`config.mk`:
```
export PLATFORM = sky130hd
export DESIGN_NAME = mem_arbiter
export DESIGN_NICKNAME = d
export VERILOG_FILES = /design/src/rtl/mem_arbiter.sv
export SDC_FILE = /design/constraint.sdc
export NUM_CORES = 1
export LEC_CHECK = 0
export BUFFER_PORTS_ARGS = -buffer_cell sky130_fd_sc_hd__buf_2
export CORE_MARGIN = 2
export CORE_UTILIZATION = 35
export CTS_CLUSTER_SIZE = 10
export DETAILED_ROUTE_END_ITERATION = 8
export GPL_TIMING_DRIVEN = 0
export SYNTH_ARGS = -nofsm -noshare
export SYNTH_HDL_FRONTEND = slang
export SYNTH_SLANG_ARGS = --single-unit
```
`constraint.sdc`:
```
create_clock -name clk -period 2.8 [get_ports clk]
set_input_delay 0 -clock clk [delete_from_list [all_inputs] [get_ports clk]]
set_output_delay 0 -clock clk [all_outputs]
set_load 0.05 [all_outputs]
```
`src/rtl/mem_arbiter.sv`:
```
// Single-port memory arbiter between the instruction fetch (IF) stage and the
// data memory (MEM) stage. Each access is sequenced through IDLE -> FETCH/DATA
// -> IDLE. Every output except the two stalls is registered, so no
// combinational path runs from m_ready to an output. A sticky err flag records
// any access that the memory never answered within TIMEOUT cycles.
module mem_arbiter #(
   parameter int ADDR_W  = 32,
   parameter int DATA_W  = 32,
   parameter int TIMEOUT = 16
) (
   input  logic              clk,
   input  logic              reset,
   // fetch port
   input  logic              if_req,
   input  logic [ADDR_W-1:0] if_addr,
   output logic [DATA_W-1:0] if_rdata,
   output logic              if_valid,
   output logic              if_stall,
   // data port
   input  logic              mem_req,
   input  logic              mem_we,
   input  logic              mem_byte,
   input  logic [ADDR_W-1:0] mem_addr,
   input  logic [DATA_W-1:0] mem_wdata,
   output logic [DATA_W-1:0] mem_rdata,
   output logic              mem_valid,
   output logic              mem_stall,
   // memory side
   output logic              m_req,
   output logic              m_we,
   output logic              m_byte,
   output logic [ADDR_W-1:0] m_addr,
   output logic [DATA_W-1:0] m_wdata,
   input  logic [DATA_W-1:0] m_rdata,
   input  logic              m_ready,
   output logic              err
);

   localparam int CNT_W = $clog2(TIMEOUT + 1);

   typedef enum logic [1:0] {IDLE, FETCH, DATA} state_t;

   state_t            state, state_nxt;
   logic [CNT_W-1:0]  cnt, cnt_nxt;
   logic              last_data, last_data_nxt;
   logic              m_req_nxt, m_we_nxt, m_byte_nxt;
   logic [ADDR_W-1:0] m_addr_nxt;
   logic [DATA_W-1:0] m_wdata_nxt, if_rdata_nxt, mem_rdata_nxt;
   logic              if_valid_nxt, mem_valid_nxt, err_nxt;

   logic if_elig, mem_elig, grant_data, grant_fetch, timeout;

   // A port pulsing valid this cycle is advancing; its req/addr are stale.
   assign if_elig  = if_req & ~if_valid;
   assign mem_elig = mem_req & ~mem_valid;

   // Data wins unless it also won last time and fetch is waiting.
   assign grant_data  = mem_elig & ~(last_data & if_elig);
   assign grant_fetch = if_elig & ~grant_data;

   // The counter holds the number of active cycles already spent without
   // m_ready; the last allowed cycle is the one where it equals TIMEOUT-1.
   assign timeout = (cnt == CNT_W'(TIMEOUT - 1));

   assign if_stall  = if_req & ~if_valid;
   assign mem_stall = mem_req & ~mem_valid;

   // Next-state and next-output logic for the access sequencer.
   always_comb begin
      // NOTE: every signal gets a default before the case so no path leaves
      // one unassigned, which would infer a latch.
      state_nxt     = state;
      cnt_nxt       = cnt;
      last_data_nxt = last_data;
      m_req_nxt     = m_req;
      m_we_nxt      = m_we;
      m_byte_nxt    = m_byte;
      m_addr_nxt    = m_addr;
      m_wdata_nxt   = m_wdata;
      if_rdata_nxt  = if_rdata;
      mem_rdata_nxt = mem_rdata;
      if_valid_nxt  = 1'b0;
      mem_valid_nxt = 1'b0;
      err_nxt       = err;

      case (state)
         IDLE: begin
            if (grant_data) begin
               state_nxt     = DATA;
               last_data_nxt = 1'b1;
               cnt_nxt       = '0;
               m_req_nxt     = 1'b1;
               m_we_nxt      = mem_we;
               m_byte_nxt    = mem_byte;
               m_addr_nxt    = mem_addr;
               m_wdata_nxt   = mem_wdata;
            end else if (grant_fetch) begin
               state_nxt     = FETCH;
               last_data_nxt = 1'b0;
               cnt_nxt       = '0;
               m_req_nxt     = 1'b1;
               m_we_nxt      = 1'b0;
               m_byte_nxt    = 1'b0;
               m_addr_nxt    = if_addr;
               m_wdata_nxt   = '0;
            end
         end
         FETCH, DATA: begin
            if (m_ready || timeout) begin
               state_nxt = IDLE;
               m_req_nxt = 1'b0;
               if (!m_ready) err_nxt = 1'b1;
               if (state == FETCH) begin
                  if_valid_nxt = 1'b1;
                  if_rdata_nxt = m_ready ? m_rdata : '0;
               end else begin
                  mem_valid_nxt = 1'b1;
                  mem_rdata_nxt = (m_ready && !m_we) ? m_rdata : '0;
               end
            end else begin
               cnt_nxt = cnt + CNT_W'(1);
            end
         end
         default: state_nxt = IDLE;
      endcase
   end

   // State and registered outputs; reset drops any in-flight access.
   always_ff @(posedge clk or negedge reset) begin
      if (!reset) begin
         state     <= IDLE;
         cnt       <= '0;
         last_data <= 1'b0;
         m_req     <= 1'b0;
         m_we      <= 1'b0;
         m_byte    <= 1'b0;
         m_addr    <= '0;
         m_wdata   <= '0;
         if_rdata  <= '0;
         mem_rdata <= '0;
         if_valid  <= 1'b0;
         mem_valid <= 1'b0;
         err       <= 1'b0;
      end else begin
         // NOTE: non-blocking assignments so every register samples the
         // pre-edge values regardless of statement order.
         state     <= state_nxt;
         cnt       <= cnt_nxt;
         last_data <= last_data_nxt;
         m_req     <= m_req_nxt;
         m_we      <= m_we_nxt;
         m_byte    <= m_byte_nxt;
         m_addr    <= m_addr_nxt;
         m_wdata   <= m_wdata_nxt;
         if_rdata  <= if_rdata_nxt;
         mem_rdata <= mem_rdata_nxt;
         if_valid  <= if_valid_nxt;
         mem_valid <= mem_valid_nxt;
         err       <= err_nxt;
      end
   end

endmodule

```
==> results of run 1 <==
==> flip-flops by register name, summed over array words and instances (netlist names) <==
signal,cells
if_rdata,32
m_we,1
last_data,1
state,2
if_valid,1
m_byte,1
mem_valid,1
cnt,5
m_req,1
err,1
m_addr,32
mem_rdata,32
m_wdata,32
==> final timing paths <==
kind,start,endpoint,slack (ns),cells after the start
max,cnt[0],mem_rdata[30],0.29,8
min in group clk,if_req,state[1],0.10,5
max reg2reg,cnt[0],mem_rdata[30],0.29,8
max in group asynchronous,reset,m_byte,1.88,3
min,reset,mem_rdata[8],0.08,2
min reg2reg,err,err,0.47,1
==> cells in the mapped netlist, drive strengths merged (2+ instances only) <==
cell | instances | area (um2)
nand2 | 167 | 627
dfrtp | 142 | 3550
o21ai | 103 | 515
a22o | 34 | 298
mux2i | 32 | 320
clkbuf | 27 | 101
buf | 13 | 73.8
inv | 10 | 37.5
a21oi | 4 | 20.0
ha | 4 | 50.1
a21o | 3 | 22.5
nand2b | 3 | 18.8
nor2 | 3 | 13.8
a32o | 2 | 21.3
nand3 | 2 | 10.0
or3 | 2 | 12.5
==> worst register-to-register path, cell delays in order, from the launching register on <==
cell      delay, ns
dfrtp_1        0.41
ha_1           0.22
and3_1         0.19
ha_1           0.22
o21ai_0        0.14
or2_1          0.13
clkbuf_1       0.39
clkbuf_1       0.48
o21ai_0        0.21
==> what timing repair did <==
item,CTS,global route
setup buffers,0,0
endpoints found under the setup margin,0,0
endpoints found under the hold margin,176,0
hold buffers,132,0
==> stage by stage <==
step	setup TNS [ns]	area [um2]
after CTS	0	9320
after global placement	-52.58	7380
after global routing	0	9320
final	0	9320
after detailed placement	0	7410
after floorplan	0	5760
==> metal layers <==
metal,GRT usage,routed length [um]
met5,0,0
met4,0.0747,403
met3,0.0542,935
met2,0.354,8970
met1,0.268,7940
==> power groups by stage <==
stage,Combinational [uW],Clock [uW],Sequential [uW]
2_1_floorplan,1640,0,6310
3_3_place_gp,6130,0,3390
3_5_place_dp,6200,0,3390
4_1_cts,6430,2300,3390
5_1_grt,6830,2390,3500
6_report,6410,2240,3400
==> kinds of logic after synthesis <==
family,synth area share
muxes,0.0556
and+or+nand+nor,0.124
DFF,0.617
buffers and inverters,0.0369
AOI/OAI and AO/OA,0.158
adders and majority gates,0.00869
==> area by class of cell <==
| cell class | instances | share of cell area |
|---|---|---|
| Buffer | 40 | 0.0188 |
| Clock inverter | 14 | 0.0168 |
| Inverter | 10 | 0.00403 |
| Multi-Input combinational cell | 367 | 0.214 |
| Timing Repair Buffer | 402 | 0.290 |
| Tap cell | 216 | 0.0290 |
| Sequential cell | 142 | 0.381 |
| Clock buffer | 18 | 0.0461 |
==> key figures, run 1 <==
Synth
  – Cell Area, Synth: 5760 um2
  – Syn_area_per_cell: around 10 um2
  – Async S/R FF share, synth: 1.00
  – Sequential element share of the synthesized area: 0.617
  – Number of synthesized flops with an enable pin: 0
  – Ys flop type: dfrtp_1
  – Synthesis-stage register bit count: between 100 and 150
  – Yosys warns: 0
  – Post-Syn Instances: between 500 and 600
  – Distinct cells, synth: 28
  – Syn Nets: about 700

STA
  – Final Skew: roughly 0.012 ns
  – Final worst slack: ~0.29 ns
  – Slew Limit Fails: 0
  – Unrepaired setup endpoints after global routing: no
  – Max-slew headroom: 0.638
  – Final Setup Violations: 0
  – Highest clock rate: between 0.3 and 0.4 GHz
  – Fin crit period: roughly 2.5 ns
  – Final hold vios: 0
  – Worst-Margin Slew: 0.542 ns
  – Final worst-path cycle share: 0.898
  – Worst hold margin: 0.0774 ns

Floorplanning
  – Die ar.: 17500 um2
  – I/O pins: about 270
  – Core Rows: 46
  – Die H: between 100 and 150 um
  – Core Area: 16000 um2
  – Initial Utilization: 0.360
  – Die width: around 130 um

Pwr
  – LEAKAGE: a little under 0.005 uW
  – Total power: 12100 uW
  – Pwr Density: between 1000 and 1500 nW/um2
  – Switch share: 0.511
  – Clock Power Share: 0.186
  – Switching pwr: roughly 6000 uW
  – Flop pwr share: 0.282
  – Gate power share: 0.532
  – Worst ir drop on vdd: between 900 and 1000 uV
  – Int Power: ~5900 uW

CTS
  – H-tree depth: 4
  – Worst-path clk slew: around 0.060 ns
  – # clock sinks: between 100 and 150
  – Skew-Pair Late Insertion Delay: 0.42 ns
  – Inserted Clock Buffers: 17
  – Clock tree buffer depth: 2
  – CTS tree: built
  – Post-CTS sizing: 0
  – Clock Tree Root: clkbuf_16

Cells and area
  – ANT cells: 0
  – Commonest non-fill, non-tap cell in the layout: buf_2
  – Share of cells above drive strength 1: 0.317
  – Layout Utilization: 0.582
  – Area taken by flip-flops and latches: between 3000 and 4000 um2
  – Commonest cells after routing, fill and taps aside: buf_2, nand2_1, dfrtp_1, dlygate4sd3_1, o21ai_0
  – Final Non-Filler Cells: 1209
  – Area delta synth->final: 61.8%
  – Final layout net count: roughly 1100
  – Fillers: around 1400
  – Area occupied by multi-input gates: ~2000 um2

Critical path
  – Worst Setup Path Type: register to register
  – CP Data Required Time: slightly above 3 ns
  – Arrival time worst endpoint: 2.78 ns
  – Delay-heaviest family, CP: buffers and inverters
  – Crit-path cells: ha_1 -> and3_1 -> ha_1 -> o21ai_0 -> or2_1 -> clkbuf_1 -> clkbuf_1 -> o21ai_0
  – Crit path buffers/inverters: 2
  – Critical Path Fanout Max: 10
  – Crit-path max cell delay: 0.48 ns
  – CP max-delay cell: clkbuf_1
  – Crit. End Element: register
  – Worst setup SP type: register

Placement
  – Detailed Place HPWL: around 12 mm
  – Placed insts: around 1000
  – Port-buffer cells: about 270
  – Routability Congestion: ~0.79
  – Worst slack, placed: 0.260 ns

Detailed routing
  – Vias: approximately 5700
  – Iteration-0 DRC Markers: 243
  – DRC Markers: 0
  – Post-route ant nets: 0
  – DRT Pass-1 Iters: 4
  – WL final: 18.2 mm
  – WL per Instance: 15.1 um
  – Avg Vias per Cell: between 4 and 5

Flow run
  – Max-Cap Viols: 0

GRT
  – Gr ovfl total: 0
  – Global Route Usage Sum: 0.212
  – Largest net degree at the start of global routing: between 90 and 100
  – Initial antenna violation count: 0
  – First-pass GRT wire length: roughly 30 mm
  – Vias in the first global route: just under 6000

Run status
  – Status: finished clean

Worst hold path
  – Hold Crit Class: input port to asynchronous set/reset pin
Power figures use the tool's default switching activity.
==> run 2, diff against run 1 <==
GPL_TIMING_DRIVEN = default   (was 0)
==> key figures, run 2 (synthesis gave the netlist of run 1 again) <==
CTS
  – Skew-Pair Late Insertion Delay: just over 0.4 ns
  – Clock Tree Root: clkbuf_16
  – Worst-path clk slew: ~0.060 ns
  – Clock tree buffer depth: 2
  – H-tree depth: 4
  – # clock sinks: ~140
  – Inserted Clock Buffers: 17
  – CTS tree: built
  – Post-CTS sizing: 0
  – Setup Buffers After CTS: 0
  – # hold bufs at CTS: 132

STA
  – Fin crit period: approximately 2.5 ns
  – Worst-Margin Slew: approximately 0.8 ns
  – Unrepaired setup endpoints after global routing: no
  – Final worst slack: a little over 0.3 ns
  – Final Skew: between 0.008 and 0.009 ns
  – Final Setup Violations: 0
  – Setup TNS: 0 ns
  – Final worst-path cycle share: 0.890
  – Slew Limit Fails: 0
  – Highest clock rate: between 0.4 and 0.5 GHz
  – Max-slew headroom: 0.466
  – Final hold vios: 0
  – Worst hold margin: 0.125 ns

Cells and area
  – Final Non-Filler Cells: ~1200
  – Share of cells above drive strength 1: 0.332
  – Commonest non-fill, non-tap cell in the layout: buf_2
  – Post-route cell area: between 9000 and 10000 um2
  – Area delta synth->final: 61.0%
  – Final layout net count: between 1000 and 1500
  – Commonest cells after routing, fill and taps aside: buf_2, nand2_1, dfrtp_1, dlygate4sd3_1, o21ai_0

Detailed routing
  – Avg Vias per Cell: between 4 and 5
  – WL per Instance: roughly 14 um
  – DRC Markers: 0
  – Vias: between 5000 and 6000
  – Post-route ant nets: 0
  – Iteration-0 DRC Markers: 200
  – WL final: around 17 mm
  – DRT Pass-1 Iters: 4

Placement
  – Detailed Place HPWL: 10.6 mm
  – Worst slack, placed: between 0.5 and 0.6 ns
  – Placed insts: 1017
  – Routability Congestion: ~0.79
  – Port-buffer cells: 270
  – Placed cell area: 7350 um2

Critical path
  – Crit-path cells: nand2b_1 -> inv_1 -> a21o_2 -> buf_4 -> mux2i_1 -> dlygate4sd3_1 -> o21ai_0
  – R2r setup slk: about 0.31 ns
  – Crit. End Element: register
  – Crit path buffers/inverters: 3
  – CP Data Required Time: just over 3 ns
  – CP max-delay cell: dlygate4sd3_1
  – Crit-path max cell delay: ~0.57 ns
  – Arrival time worst endpoint: 2.77 ns
  – Critical Path Fanout Max: 32
  – Worst setup SP type: register
  – Worst Setup Path Type: register to register
  – Delay-heaviest family, CP: buffers and inverters

GRT
  – Gr ovfl total: 0
  – Most Crowded Layer GR: met2
  – First-pass GRT wire length: around 28 mm
  – Initial antenna violation count: 1
  – Vias in the first global route: between 5000 and 6000
  – Met3 Use GR: 0.0465
  – M1 GR Usage: 0.235
  – GR Util met2: 0.336
  – Global Route Usage Sum: 0.197
  – Largest net degree at the start of global routing: 84

Floorplanning
  – Die ar.: 17500 um2
  – Die H: roughly 130 um
  – Core Area: about 16000 um2
  – I/O pins: 271
  – Initial Utilization: 0.360
  – Core Rows: between 40 and 50
  – Die width: 132 um

Run status
  – Status: finished clean

Pwr
  – Pwr Density: between 1000 and 1500 nW/um2
  – LEAKAGE: just under 0.005 uW
  – Worst ir drop on vdd: between 700 and 800 uV

Flow run
  – Max-Cap Viols: 0

Worst hold path
  – Hold Crit Class: input port to register
run 2: worst reg2reg max path, cell delays in order, from the launching register on:
cell and delay (ns):
dfrtp_1 0.36, nand2b_1 0.21, inv_1 0.19, a21o_2 0.20, buf_4 0.47, mux2i_1 0.30, dlygate4sd3_1 0.57, o21ai_0 0.07
run 2: final timing paths:
check | start | endpoint | depth (start not counted)
max | if_valid | m_addr[25] | 7
min | if_req | state[1] | 5
max reg2reg | if_valid | m_addr[25] | 7
min reg2reg | err | err | 1
max in group asynchronous | reset | m_addr[22] | 3
min in group asynchronous | reset | if_rdata[8] | 2
run 2: final cells by class:
class | instances | area (um2)
sequential | 142 | 3550
inverter | 10 | 37.5
multi-input combinational | 367 | 2010
fill | 1423 | 6730
antenna | 1 | 2.50
clock buffer | 18 | 429
timing repair buffer | 414 | 2810
clock inverter | 13 | 164
tap | 216 | 270
run 2: per-stage QoR:
stage | power [uW] | util
6_report | 11900 | 0.579
4_1_cts | 12000 | 0.579
3_5_place_dp | 9470 | 0.460
3_3_place_gp | 9420 | 0.460
5_1_grt | 12600 | 0.579
2_1_floorplan | 7940 | -
run 2: routing by layer:
layer  up-vias  share of wire
li1       2669              -
met1      2501           0.41
met2       192           0.50
met3        43          0.055
met4         0          0.031
met5         -              0
run 2: report_power, final:
| group | switching, uW | internal (uW) |
|---|---|---|
| logic | 4650 | 1630 |
| registers | 456 | 2930 |
| clock network | 869 | 1400 |
| total | 5980 | 5970 |
==> run 3, diff against run 2 <==
CORE_MARGIN = default   (was 2)
CORE_UTILIZATION = 45   (was 35)
HOLD_SLACK_MARGIN = 0.05   (was default)
PLACE_DENSITY = 0.78   (was default)
==> key figures, run 3 (synthesis gave the netlist of run 1 again) <==
Run status
  – Status: finished clean

Worst hold path
  – Hold Crit Class: input port to register
  – Worst hold stages: 5

Floorplanning
  – Core Area: about 12000 um2
  – I/O pins: between 200 and 300
  – Die H: 115 um
  – Die width: roughly 120 um
  – Core Rows: 40
  – Die ar.: ~13000 um2
  – Initial Utilization: 0.470

STA
  – Worst-Margin Slew: around 0.7 ns
  – Fin crit period: 2.52 ns
  – Highest clock rate: between 0.3 and 0.4 GHz
  – Max-slew headroom: 0.533
  – Final Setup Violations: 0
  – Final hold vios: 0
  – Final worst-path cycle share: 0.901
  – Final Skew: between 0.009 and 0.01 ns
  – Unrepaired setup endpoints after global routing: no
  – Slew Limit Fails: 0
  – Setup TNS: 0 ns

Cells and area
  – Final Non-Filler Cells: 1129
  – Area delta synth->final: 59.4%
  – Area taken by flip-flops and latches: 3550 um2
  – Fillers: a little over 800
  – Share of cells above drive strength 1: 0.328
  – Commonest non-fill, non-tap cell in the layout: buf_2
  – Commonest cells after routing, fill and taps aside: buf_2, nand2_1, dfrtp_1, dlygate4sd3_1, o21ai_0
  – Final layout net count: between 1000 and 1500
  – Area occupied by multi-input gates: 2010 um2

CTS
  – Worst-path clk slew: about 0.06 ns
  – Inserted Clock Buffers: 17
  – H-tree depth: 4
  – Clock Tree Root: clkbuf_16
  – Setup Buffers After CTS: 0
  – Clock tree buffer depth: 2
  – # clock sinks: ~140
  – Skew-Pair Late Insertion Delay: 0.42 ns
  – CTS tree: built
  – # hold bufs at CTS: 131
  – Post-CTS sizing: 0

Pwr
  – LEAKAGE: 0.00488 uW
  – Pwr Density: around 1300 nW/um2
  – Worst ir drop on vdd: roughly 750 uV
  – Total power: 12000 uW

Detailed routing
  – Iteration-0 DRC Markers: a little under 400
  – Post-route ant nets: 0
  – Avg Vias per Cell: 5.03
  – Vias: 5676
  – DRC Markers: 0
  – WL per Instance: roughly 16 um
  – DRT Pass-1 Iters: 7
  – WL final: approximately 18 mm

Placement
  – Port-buffer cells: between 200 and 300
  – Detailed Place HPWL: 10.1 mm
  – Routability Congestion: ~0.81
  – Placed insts: about 970

Critical path
  – Reg2reg path depth: 7
  – Worst Setup Path Type: register to register
  – Crit-path cells: nand2b_1 -> inv_1 -> a21o_2 -> buf_12 -> mux2i_1 -> dlygate4sd3_1 -> o21ai_0
  – Worst setup SP type: register
  – Crit. End Element: register
  – Arrival time worst endpoint: roughly 2.8 ns
  – Critical Path Fanout Max: 25
  – CP max-delay cell: dlygate4sd3_1
  – CP Data Required Time: roughly 3 ns
  – Crit-path max cell delay: between 0.5 and 0.6 ns

GRT
  – First-pass GRT wire length: around 28 mm
  – Gr ovfl total: 0
  – Vias in the first global route: between 5000 and 6000
  – Global Route Usage Sum: 0.286
  – Initial antenna violation count: 1
  – Largest net degree at the start of global routing: 80

Flow run
  – Max-Cap Viols: 0
[run 3: changes by cell type in the layout (fill, tap and decap cells not counted)]
cell,before,now
clkbuf_8,0,6
clkinvlp_4,5,1
buf_4,9,6
inv_6,3,0
clkbuf_1,1,3
bufinv_16,3,2
dlygate4sd3_1,132,131
[run 3: final timing paths]
kind | slack, ns | start | to
max in group asynchronous | 1.82 | reset | cnt[2]
worst min register to register | 0.47 | if_rdata[1] | if_rdata[1]
min in group asynchronous | 0.18 | reset | if_rdata[12]
worst max register to register | 0.28 | if_valid | m_addr[20]
worst max-delay path | 0.28 | if_valid | m_addr[20]
worst min-delay path | 0.06 | if_req | state[1]
[run 3: area by class of cell]
type,count,area share
Timing Repair Buffer,410,0.302
Tap cell,168,0.0229
Antenna cell,1,0.000273
Sequential cell,142,0.387
Inverter,10,0.00409
Clock inverter,5,0.00845
Multi-Input combinational cell,367,0.219
Clock buffer,26,0.0565
[run 3: through the flow]
stage	hold slack, ns	setup slack, ns	cell area [um2]	utilization
after detailed placement	0.0759	0.528	7270	0.593
final	0.0622	0.277	9180	0.749
after CTS	0.0588	0.405	9180	0.749
after floorplan	-0.296	0.601	5760	-
after global placement	0.0749	0.599	7270	0.593
after global routing	0.0996	0.116	9180	0.749
[run 3: critical path, delay by kind of cell, from the launching register on]
kind | cells | cell delay, ns
compound gates | 2 | 0.50
mux | 1 | 0.27
flops | 1 | 0.36
simple gates | 1 | 0.19
buf+inv | 3 | 1.03
[run 3: per-layer routing]
metal | vias to the layer above | wire length, um | global-route usage
met3 | 58 | 1150 | 0.0833
li1 | 2671 | - | -
met4 | 0 | 753 | 0.169
met5 | - | 0 | 0
met1 | 2708 | 7020 | 0.306
met2 | 239 | 9300 | 0.502
[run 3: power breakdown]
group / internal, uW / total [uW] / switching (uW)
sequential: 2940 / 3420 / 480
combinational: 1610 / 6340 / 4730
clock: 1450 / 2250 / 807
